File: config.mk
export PLATFORM = sky130hd
export DESIGN_NAME = i2c_byte_sequencer
export DESIGN_NICKNAME = d
export VERILOG_FILES = /design/src/rtl/i2c_pkg.sv /design/src/rtl/i2c_qtick_gen.sv /design/src/rtl/i2c_byte_sequencer.sv
export SDC_FILE = /design/constraint.sdc
export NUM_CORES = 1
export LEC_CHECK = 0
export CAP_MARGIN = 20
export CORE_ASPECT_RATIO = 2
export CORE_MARGIN = 2
export CORE_UTILIZATION = 55
export DETAILED_ROUTE_END_ITERATION = 6
export PLACE_DENSITY_LB_ADDON = 0.2
export SLEW_MARGIN = 0
export SYNTH_ARGS = -nofsm -noshare
export SYNTH_HDL_FRONTEND = slang
export SYNTH_HIERARCHICAL = 1
export SYNTH_SLANG_ARGS = --single-unit
File: constraint.sdc
create_clock -name CLK -period 2.6 [get_ports CLK]
set_clock_uncertainty 0.2 [all_clocks]
set_input_delay 0.26 -clock CLK [delete_from_list [all_inputs] [get_ports CLK]]
set_output_delay 0.26 -clock CLK [all_outputs]
set_load 0.1 [all_outputs]
File: src/rtl/i2c_pkg.sv
// Shared definitions for the I2C byte sequencer.
//   seq_state_t   : sequencer FSM states
//   START_Q       : quarters in the START condition
//   BIT_Q         : quarters per SCL bit period
//   STOP_Q        : quarters in the STOP condition
//   BITS_PER_BYTE : bits per ADDR/DATA frame (8 data bits + ACK)
package i2c_pkg;

    typedef enum logic [2:0] {
        StIdle,
        StStart,
        StAddr,
        StData,
        StStop,
        StDone
    } seq_state_t;

    localparam int unsigned START_Q       = 2;
    localparam int unsigned BIT_Q         = 4;
    localparam int unsigned STOP_Q        = 4;
    localparam int unsigned BITS_PER_BYTE = 9;

    // True when quarter q is the final quarter of the given state.
    function automatic logic last_quarter(input seq_state_t st, input logic [1:0] q);
        unique case (st)
            StStart:        last_quarter = (q == 2'(START_Q - 1));
            StAddr, StData: last_quarter = (q == 2'(BIT_Q - 1));
            StStop:         last_quarter = (q == 2'(STOP_Q - 1));
            default:        last_quarter = 1'b0;
        endcase
    endfunction

endpackage

File: src/rtl/i2c_qtick_gen.sv
// Quarter-period tick generator for the I2C sequencer.
//   CLK  : system clock
//   rst  : asynchronous active-high reset
//   clr  : hold counter at 0 and suppress ticks (sequencer idle)
//   hold : hold counter at 0 and suppress ticks (SCL stretched by target)
//   tick : one-cycle pulse every QDIV cycles while neither clr nor hold
module i2c_qtick_gen #(
    parameter int unsigned QDIV = 390
) (
    input  logic CLK,
    input  logic rst,
    input  logic clr,
    input  logic hold,
    output logic tick
);

    localparam int unsigned CntW = (QDIV > 1) ? $clog2(QDIV) : 1;
    localparam logic [CntW-1:0] CntLast = CntW'(QDIV - 1);

    logic [CntW-1:0] cnt_q;

    always_ff @(posedge CLK or posedge rst) begin
        if (rst) begin
            cnt_q <= '0;
        end else if (clr || hold || (cnt_q == CntLast)) begin
            cnt_q <= '0;
        end else begin
            cnt_q <= cnt_q + 1'b1;
        end
    end

    assign tick = !clr && !hold && (cnt_q == CntLast);

endmodule

File: src/rtl/i2c_byte_sequencer.sv
// Single-master I2C transaction sequencer: START, address+R/W, ACK, one data
// byte, ACK/NACK, STOP. SCL and SDA are driven as open-drain tristate enables
// (1 = released, 0 = drive low).
//   CLK, rst        : system clock, asynchronous active-high reset
//   req, rw, addr,  : request (sampled only while idle), direction,
//   wdata           :   7-bit target address, write byte
//   busy, done      : transaction in progress, one-cycle completion pulse
//   rdata, ack_err  : read byte, NACK status (held until next accept)
//   scl_t, sda_t    : tristate enables for SCL and SDA
//   sda_i, scl_i    : pad inputs
// Build option: define I2C_CLK_STRETCH_EN to honour target clock stretching
// (quarter counter held while SCL is observed low during bit quarter 2).
module i2c_byte_sequencer
    import i2c_pkg::*;
#(
    parameter int unsigned QDIV = 390
) (
    input  logic       CLK,
    input  logic       rst,
    input  logic       req,
    input  logic       rw,
    input  logic [6:0] addr,
    input  logic [7:0] wdata,
    output logic       busy,
    output logic       done,
    output logic [7:0] rdata,
    output logic       ack_err,
    output logic       scl_t,
    output logic       sda_t,
    input  logic       sda_i,
    input  logic       scl_i
);

    localparam logic [3:0] AckBit = 4'(BITS_PER_BYTE - 1);

    seq_state_t state_q;
    logic [1:0] q_q;
    logic [3:0] bit_q;
    logic [7:0] sr_q;
    logic [7:0] wdata_q;
    logic       rw_q;
    logic       tick;
    logic       hold;

`ifdef I2C_CLK_STRETCH_EN
    // q2 only starts counting once the target has actually let SCL go high.
    assign hold = ((state_q == StAddr) || (state_q == StData)) && (q_q == 2'd2) && !scl_i;
`else
    logic unused_scl_i;
    assign unused_scl_i = scl_i;
    assign hold = 1'b0;
`endif

    i2c_qtick_gen #(
        .QDIV (QDIV)
    ) u_qtick (
        .CLK  (CLK),
        .rst  (rst),
        .clr  (state_q == StIdle),
        .hold (hold),
        .tick (tick)
    );

    // Every output is registered; on a tick the levels for the quarter being
    // entered are loaded, so they appear the cycle after the tick.
    always_ff @(posedge CLK or posedge rst) begin
        if (rst) begin
            state_q <= StIdle;
            q_q     <= 2'd0;
            bit_q   <= 4'd0;
            sr_q    <= 8'd0;
            wdata_q <= 8'd0;
            rw_q    <= 1'b0;
            busy    <= 1'b0;
            done    <= 1'b0;
            rdata   <= 8'd0;
            ack_err <= 1'b0;
            scl_t   <= 1'b1;
            sda_t   <= 1'b1;
        end else begin
            done <= 1'b0;
            unique case (state_q)
                StIdle: begin
                    scl_t <= 1'b1;
                    sda_t <= 1'b1;
                    if (req) begin
                        state_q <= StStart;
                        q_q     <= 2'd0;
                        bit_q   <= 4'd0;
                        sr_q    <= {addr, rw};
                        wdata_q <= wdata;
                        rw_q    <= rw;
                        busy    <= 1'b1;
                        rdata   <= 8'd0;
                        ack_err <= 1'b0;
                    end
                end

                StStart: begin
                    if (tick) begin
                        if (last_quarter(state_q, q_q)) begin
                            state_q <= StAddr;
                            q_q     <= 2'd0;
                            bit_q   <= 4'd0;
                            scl_t   <= 1'b0;
                            sda_t   <= sr_q[7];
                        end else begin
                            q_q   <= q_q + 2'd1;
                            sda_t <= 1'b0;
                        end
                    end
                end

                StAddr, StData: begin
                    if (tick) begin
                        unique case (q_q)
                            2'd0: q_q <= 2'd1;
                            2'd1: begin
                                q_q   <= 2'd2;
                                scl_t <= 1'b1;
                            end
                            2'd2: begin
                                q_q <= 2'd3;
                                if (bit_q == AckBit) begin
                                    // Read ACK slot is our own NACK, not a status.
                                    if ((state_q == StAddr || !rw_q) && sda_i) begin
                                        ack_err <= 1'b1;
                                    end
                                end else if (state_q == StData && rw_q) begin
                                    rdata <= {rdata[6:0], sda_i};
                                end
                            end
                            default: begin
                                q_q   <= 2'd0;
                                scl_t <= 1'b0;
                                if (bit_q != AckBit) begin
                                    bit_q <= bit_q + 4'd1;
                                    sr_q  <= {sr_q[6:0], 1'b0};
                                    if (bit_q == AckBit - 4'd1) begin
                                        sda_t <= 1'b1;
                                    end else begin
                                        sda_t <= (state_q == StData && rw_q) ? 1'b1 : sr_q[6];
                                    end
                                end else if (state_q == StAddr && !ack_err) begin
                                    state_q <= StData;
                                    bit_q   <= 4'd0;
                                    sr_q    <= wdata_q;
                                    sda_t   <= rw_q ? 1'b1 : wdata_q[7];
                                end else begin
                                    state_q <= StStop;
                                    sda_t   <= 1'b0;
                                end
                            end
                        endcase
                    end
                end

                StStop: begin
                    if (tick) begin
                        if (last_quarter(state_q, q_q)) begin
                            state_q <= StDone;
                        end else begin
                            q_q <= q_q + 2'd1;
                            unique case (q_q)
                                2'd0:    scl_t <= 1'b1;
                                default: sda_t <= 1'b1;
                            endcase
                        end
                    end
                end

                StDone: begin
                    done    <= 1'b1;
                    busy    <= 1'b0;
                    state_q <= StIdle;
                end

                default: state_q <= StIdle;
            endcase
        end
    end

endmodule

==> flow_summary.yaml, run 1 <==
detailed_routing:
  drcViolationCount: 0
  dr.pass1.iters: 4
  vias: 2109
  post_drt_wl_per_cell_um: 16.1
  drt_iter0_drc: 47
  detail-route-antenna-nets: 0
  route.final.wire_length_um: 5870
  vias_per_cell: 5.79
logic_synthesis:
  synthDistinctLibCells: 55
  synth-edff-count: 0
  synthCells: 257
  yosys_warnings: 6
  synth_top_flop_cell: "dfrtp_1"
  synthArstFlopShare: 1.00
  synth_area_um2: 2670
  synth-seq-cells: 48
  avgSynthCellArea_um2: 10.4
  synth-seq-area-share: 0.451
critical_path:
  worstSetupPathType: "reg -> reg"
  cp_slowest_cell: "dfrtp_1"
  cp-start-kind: "flop"
  crit_path_max_incr_delay_ns: 0.38
  arrival_ns: 2.46
  end_kind: "flop"
  cp.required_ns: 2.59
  cp_max_fo: 8
  path_cells: "inv_1 > ha_2 > nand4bb_4 > nor4_4 > buf_6 > nand2_2 > a21oi_4 > a21boi_4 > buf_12 > mux2_2"
placement:
  place_area_um2: 3090
  place_ws_ns: 0.00418
  dp_hpwl_um: 4250
  gp_congestion: 0.895
  numPortBuffers: 32
  place_inst: 349
clock_tree:
  cts_buffer_depth: 2
  clk_pin_slew_ns: 0.08
  ctsHoldBuffers: 0
  cts_tree: "done"
  cts_root_buf: "clkbuf_8"
  cts.htree.levels: 2
  numCtsBuffers: 5
  clkSinkCount: 48
  clock_latency_ns: 0.30
worst_hold_path:
  worst_hold_path_type: "in -> async"
cells_and_area:
  diodes: 0
  nNetsFinal: 337
  stdcell_count: 364
  syn_to_final_growth_pct: 23.5
  fin_area_um2: 3300
  drive_gt1_frac: 0.262
sta:
  finalCritPeriodShare: 0.953
  hold_ws_ns: 0.0509
  tns_ns: 0
  final_max_slew_viol_count: 0
  postLayoutSetupSlackWorst_ns: 0.122
  rsz0062_at_grt: "false"
  hold_violations: 0
  fmaxAchievable_mhz: 404
  finalSetupViolCount: 0
  min_period_ns: 2.48
power:
  leakage_uw: 0.00153
  power_density_nw_per_um2: 405
  vdd_ir_drop_max_uv: 443
floorplanning:
  core.rowCount: 35
  coreArea_um2: 4640
  die-area_um2: 5460
  dieHeight_um: 102
  io_pins: 34
  die_w_um: 53.2
  initial_core_util: 0.575
global_routing:
  grt_overflow: 0
  first_global_vias: 2168
  antenna_found_initial: 0
  grt_pass1_wl_um: 9760
  grt_use_total: 0.242
  grt_max_degree: 40
run_status:
  status: "finished clean"
flow_run:
  drv_cap: 0
[path summary, 6_finish.rpt]
path | slack (ns) | start | cells after the start | end
hold / removal | 0.05 | rst | 2 | u_qtick/cnt_q[6]$_DFF_PP0_
min in group CLK | 0.31 | sr_q[7]$_DFFE_PP0P_ | 1 | sr_q[7]$_DFFE_PP0P_
setup reg to reg | 0.12 | u_qtick/cnt_q[1]$_DFF_PP0_ | 10 | sr_q[4]$_DFFE_PP0P_
hold reg to reg | 0.31 | sr_q[7]$_DFFE_PP0P_ | 1 | sr_q[7]$_DFFE_PP0P_
max in group asynchronous | 1.62 | rst | 3 | scl_t$_DFFE_PP1P_
setup / recovery | 0.12 | u_qtick/cnt_q[1]$_DFF_PP0_ | 10 | sr_q[4]$_DFFE_PP0P_
[cell families after synthesis]
family                     count (synthesis)  synth area share
other                                      1           0.00141
buffers and inverters                     29            0.0464
DFF                                       48             0.451
AOI/OAI and AO/OA                         58             0.158
and+or+nand+nor                           74             0.150
adders and majority gates                  8            0.0375
muxes                                     36             0.145
xor gates and xnor gates                   3           0.00985
[power breakdown]
part | switching (uW) | internal (uW) | total (uW)
sequential | 13.1 | 765 | 779
clock | 235 | 217 | 453
combinational | 45.9 | 57.4 | 103
[cells in the final DEF, fill, tap and decap left out, types with 2 or more instances in the layout]
cell type        netlist  layout
nand3_1                8       8
nor3_1                 2       2
clkdlybuf4s50_1        0      19
o21ai_0               20      20
nor3b_1                2       2
mux2i_1               14      14
ha_1                   8       7
dfrtp_1               46      46
clkbuf_1               4       2
mux2_2                22      20
a21oi_2                2       2
dfstp_2                2       2
o32a_1                 2       2
conb_1                 1       3
xor2_1                 2       2
buf_4                  0      32
or3_1                  5       5
o2111ai_1              2       2
or2_2                  2       2
inv_1                 18      18
o22ai_1                3       3
nor2b_1                2       2
nor2_1                14      14
a21oi_1                5       5
o31ai_1                3       3
a21o_1                 3       3
nand2_1               25      24
clkbuf_8               0       6
nand3b_1               2       2
mux2_4                 0       2
[state kept, by name (all words and copies together) (netlist names)]
signal and count:
busy 1, rdata 8, wdata_q 8, q_q 2, u_qtick/cnt_q 9, scl_t 1, ack_err 1, bit_q 4
done 1, sda_t 1, state_q 3, sr_q 8, rw_q 1
[metrics by stage]
| stage | total power (uW) | util |
|---|---|---|
| 2_1_floorplan | 843 | - |
| 3_3_place_gp | 892 | 0.665 |
| 3_5_place_dp | 894 | 0.665 |
| 4_1_cts | 1350 | 0.686 |
| 5_1_grt | 1390 | 0.710 |
| 6_report | 1330 | 0.710 |
[cell usage after synthesis (3+ instances only)]
library cell	count	area (um2)
or3_1	5	31.3
o31ai_1	3	22.5
buf_2	6	30.0
clkbuf_1	4	15.0
nand2_1	25	93.8
a21o_1	3	22.5
mux2i_1	14	140
inv_1	18	67.6
nor2_1	14	52.6
o21ai_0	20	100
a21oi_1	5	25.0
nand3_1	8	40.0
o22ai_1	3	18.8
mux2_2	22	248
dfrtp_1	46	1150
ha_1	8	100
[critical path, delay by kind of cell (launching register included)]
family	cells	cell delay (ns)
AO/OA/AOI/OAI	2	0.38
adder cells (fa/ha/maj)	1	0.18
multiplexers	1	0.32
flip-flops	1	0.38
buffers and inverters	3	0.36
AND/OR/NAND/NOR	3	0.53
[routing by layer]
metal | wire length [um] | part of all wire | global-route usage
met1 | 2070 | 0.35 | 0.249
met2 | 3440 | 0.59 | 0.443
met3 | 155 | 0.026 | 0.0406
met4 | 201 | 0.034 | 0.132
met5 | 0 | 0 | 0
[cell type report]
| class | instances | area (um2) |
|---|---|---|
| inverters | 18 | 67.6 |
| fillers | 377 | 1350 |
| clock buffers | 8 | 90.1 |
| well taps | 55 | 68.8 |
| flip-flops and latches | 48 | 1200 |
| repair buffers | 53 | 462 |
| multi-input cells | 182 | 1400 |
[timing repair]
item,4_1_cts,5_1_grt
setup buffers,0,7
setup endpoints to repair,9,14
pin swaps,0,2
gates resized for setup,2,10
Power figures use the tool's default switching activity.
==> run 2, diff against run 1 <==
ABC_AREA = 1   (was not set)
CORE_UTILIZATION = 58   (was 55)
CTS_BUF_LIST = sky130_fd_sc_hd__clkbuf_2 sky130_fd_sc_hd__clkbuf_4 sky130_fd_sc_hd__clkbuf_8   (was not set)
SKIP_CTS_REPAIR_TIMING = 1   (was not set)
==> run 2 against run 1 <==
Clock-buffer cell count fell by 3. Hold slack got worse by 0.0040 ns. Cell area rose by 3.7%. Critical path type unchanged. Largest cell class unchanged. Largest power group is now combinational cells. Highest routed layer unchanged.
==> flow_summary.yaml, run 2 <==
clock_tree:
  clk_pin_slew_ns: 0.09
  clock_latency_ns: 0.30
  cts_tree: "done"
  clkSinkCount: 48
  cts_root_buf: "clkbuf_8"
  cts.htree.levels: 2
  numCtsBuffers: 5
  cts_buffer_depth: 2
logic_synthesis:
  synth_area_um2: 2920
  synth_top_area_share: 0.394
  synth.area.mux_share: 0
  synth_area_leaders: "dfrtp_1 (39%), nand2_1 (22%), nand3_1 (7.4%)"
  synth_commonest_cells: "nand2_1 (174), dfrtp_1 (46), nand3_1 (43), nor2_1 (38), inv_1 (37)"
  synthAdderAreaFrac: 0.0342
  synthCells: 416
  yosysMostFrequentCell: "nand2_1"
  avgSynthCellArea_um2: 7.03
  synth_top_flop_cell: "dfrtp_1"
  synth-edff-count: 0
  synth_xor_area_frac: 0.00300
  yosys_warnings: 6
  synthDistinctLibCells: 29
  synthArstFlopShare: 1.00
  synth_top_family_by_area: "simple AND/OR/NAND/NOR gates"
  yosysTopAreaCell: "dfrtp_1"
  synth-seq-cells: 48
  synth-compound-area-share: 0.0248
  synth-seq-area-share: 0.412
  synth_simple_gate_area_share: 0.460
critical_path:
  cp_top_family: "simple AND/OR/NAND/NOR gates"
  cp_max_fo: 6
  cp_slowest_cell: "dfrtp_1"
  arrival_ns: 2.20
  crit_path_max_incr_delay_ns: 0.44
  path_buf_inv: 1
  cp.required_ns: 2.59
  path_cells: "ha_1 > nand2_1 > nor2_1 > nand2_1 > nor3_1 > inv_1 > nand2_2 > nand2_4 > nor2_2 > nand2_2 > nand2_1 > nand2_1"
  end_kind: "flop"
  cpMostUsedCell: "nand2_1"
  worstReg2RegEnd: "bit_q[2]$_DFFE_PP0P_"
  r2r_slack_ns: 0.40
  reg2reg_from: "u_qtick/cnt_q[0]$_DFF_PP0_"
  cp-start-kind: "flop"
  r2r_cells: 12
  worstSetupPathType: "reg -> reg"
cells_and_area:
  largest_reg_flops: 9
  top_register: "u_qtick/cnt_q"
  nNetsFinal: 487
  syn_to_final_growth_pct: 16.9
  layout_common_cells: "nand2_1 (174), dfrtp_1 (46), nand3_1 (43)"
  num-fill-cells: 413
  drive_gt1_frac: 0.158
  diodes: 0
  final_common_cell: "nand2_1"
sta:
  rsz0062_at_grt: "false"
  final_max_slew_viol_count: 0
  postLayoutSetupSlackWorst_ns: 0.395
  hold_violations: 0
  min_period_ns: 2.20
  finalSetupViolCount: 0
  fmaxAchievable_mhz: 454
  tns_ns: 0
  finalCritPeriodShare: 0.848
floorplanning:
  coreArea_um2: 4860
  initial_core_util: 0.601
  die-area_um2: 5660
  die_w_um: 54.2
  io_pins: 34
  dieHeight_um: 104
  core.rowCount: 36
power:
  vdd_ir_drop_max_uv: 987
  netSwitchingFraction: 0.505
  p_clk_frac: 0.129
  p_int_uw: 1970
  combPwrFrac: 0.579
  power_density_nw_per_um2: 1160
  total_power_uw: 3970
  sequentialPowerShare: 0.292
  p_switching_uw: 2010
  leakage_uw: 0.00175
detailed_routing:
  drt_iter0_drc: 64
  vias_per_cell: 5.25
  post_drt_wl_per_cell_um: 12.5
  dr.pass1.iters: 4
  route.final.wire_length_um: 6410
  vias: 2700
  detail-route-antenna-nets: 0
  drcViolationCount: 0
placement:
  gp_congestion: 0.964
  dp_hpwl_um: 5090
  numPortBuffers: 32
  place_ws_ns: 0.389
global_routing:
  antenna_found_initial: 0
  met2_usage: 0.448
  grt_pass1_wl_um: 11100
  grt.met1_usage: 0.279
  grt_use_met3: 0.0417
  first_global_vias: 2606
  grt_max_degree: 40
  grt_overflow: 0
  grt_use_total: 0.259
  grt-busiest-layer: "met2"
run_status:
  status: "finished clean"
flow_run:
  drv_cap: 0
worst_hold_path:
  worst_hold_path_type: "in -> async"
-- run 2: power groups by stage --
stage	sequential [uW]	combinational, uW	clock, uW
after floorplan	1480	1450	0
after global placement	1160	2260	0
after detailed placement	1170	2310	0
after CTS	1160	2320	524
after global routing	1190	2580	554
final	1160	2300	512
-- run 2: cell families after synthesis --
logic type / count (synthesis)
AOI/OAI and AO/OA: 13
buffers and inverters: 48
DFF: 48
xor gates and xnor gates: 1
and+or+nand+nor: 297
adders and majority gates: 8
other: 1
-- run 2: worst max path at each step --
stage	end	start	depth (start not counted)
floorplan	bit_q[2]$_DFFE_PP0P_	u_qtick/cnt_q[1]$_DFF_PP0_	13
finish	bit_q[2]$_DFFE_PP0P_	u_qtick/cnt_q[0]$_DFF_PP0_	12
CTS	bit_q[2]$_DFFE_PP0P_	u_qtick/cnt_q[0]$_DFF_PP0_	12
global placement	bit_q[0]$_DFFE_PP0P_	u_qtick/cnt_q[0]$_DFF_PP0_	12
detailed placement	bit_q[3]$_DFFE_PP0P_	u_qtick/cnt_q[0]$_DFF_PP0_	12
global route	bit_q[3]$_DFFE_PP0P_	u_qtick/cnt_q[0]$_DFF_PP0_	12
-- run 2: layer usage --
metal	up-vias	share of wire
li1	1358	-
met1	1254	0.37
met2	62	0.55
met3	26	0.027
met4	0	0.053
met5	-	0
-- run 2: worst register-to-register path: stages (launching register included) --
cell     delay, ns
dfrtp_1       0.44
ha_1          0.19
nand2_1       0.05
nor2_1        0.10
nand2_1       0.10
nor3_1        0.21
inv_1         0.13
nand2_2       0.14
nand2_4       0.10
nor2_2        0.21
nand2_2       0.12
nand2_1       0.07
nand2_1       0.05
-- run 2: area by class of cell --
| type | count | area, um2 | share of cell area |
|---|---|---|---|
| clock buffers | 5 | 68.8 | 0.0201 |
| clock inverters | 1 | 30.0 | 0.00879 |
| inverters | 41 | 154 | 0.0450 |
| multi-input cells | 321 | 1530 | 0.449 |
| flip-flops and latches | 48 | 1200 | 0.352 |
| well taps | 57 | 71.3 | 0.0209 |
| repair buffers | 41 | 355 | 0.104 |
-- run 2: stage by stage --
step | utilization | instances | area, um2 | hold WS [ns]
after floorplan | - | 417 | 2930 | -0.112
after global placement | 0.682 | 508 | 3320 | 0.248
after detailed placement | 0.682 | 508 | 3320 | 0.257
after CTS | 0.702 | 514 | 3420 | 0.0519
after global routing | 0.702 | 514 | 3420 | 0.0992
final | 0.702 | 514 | 3420 | 0.0468
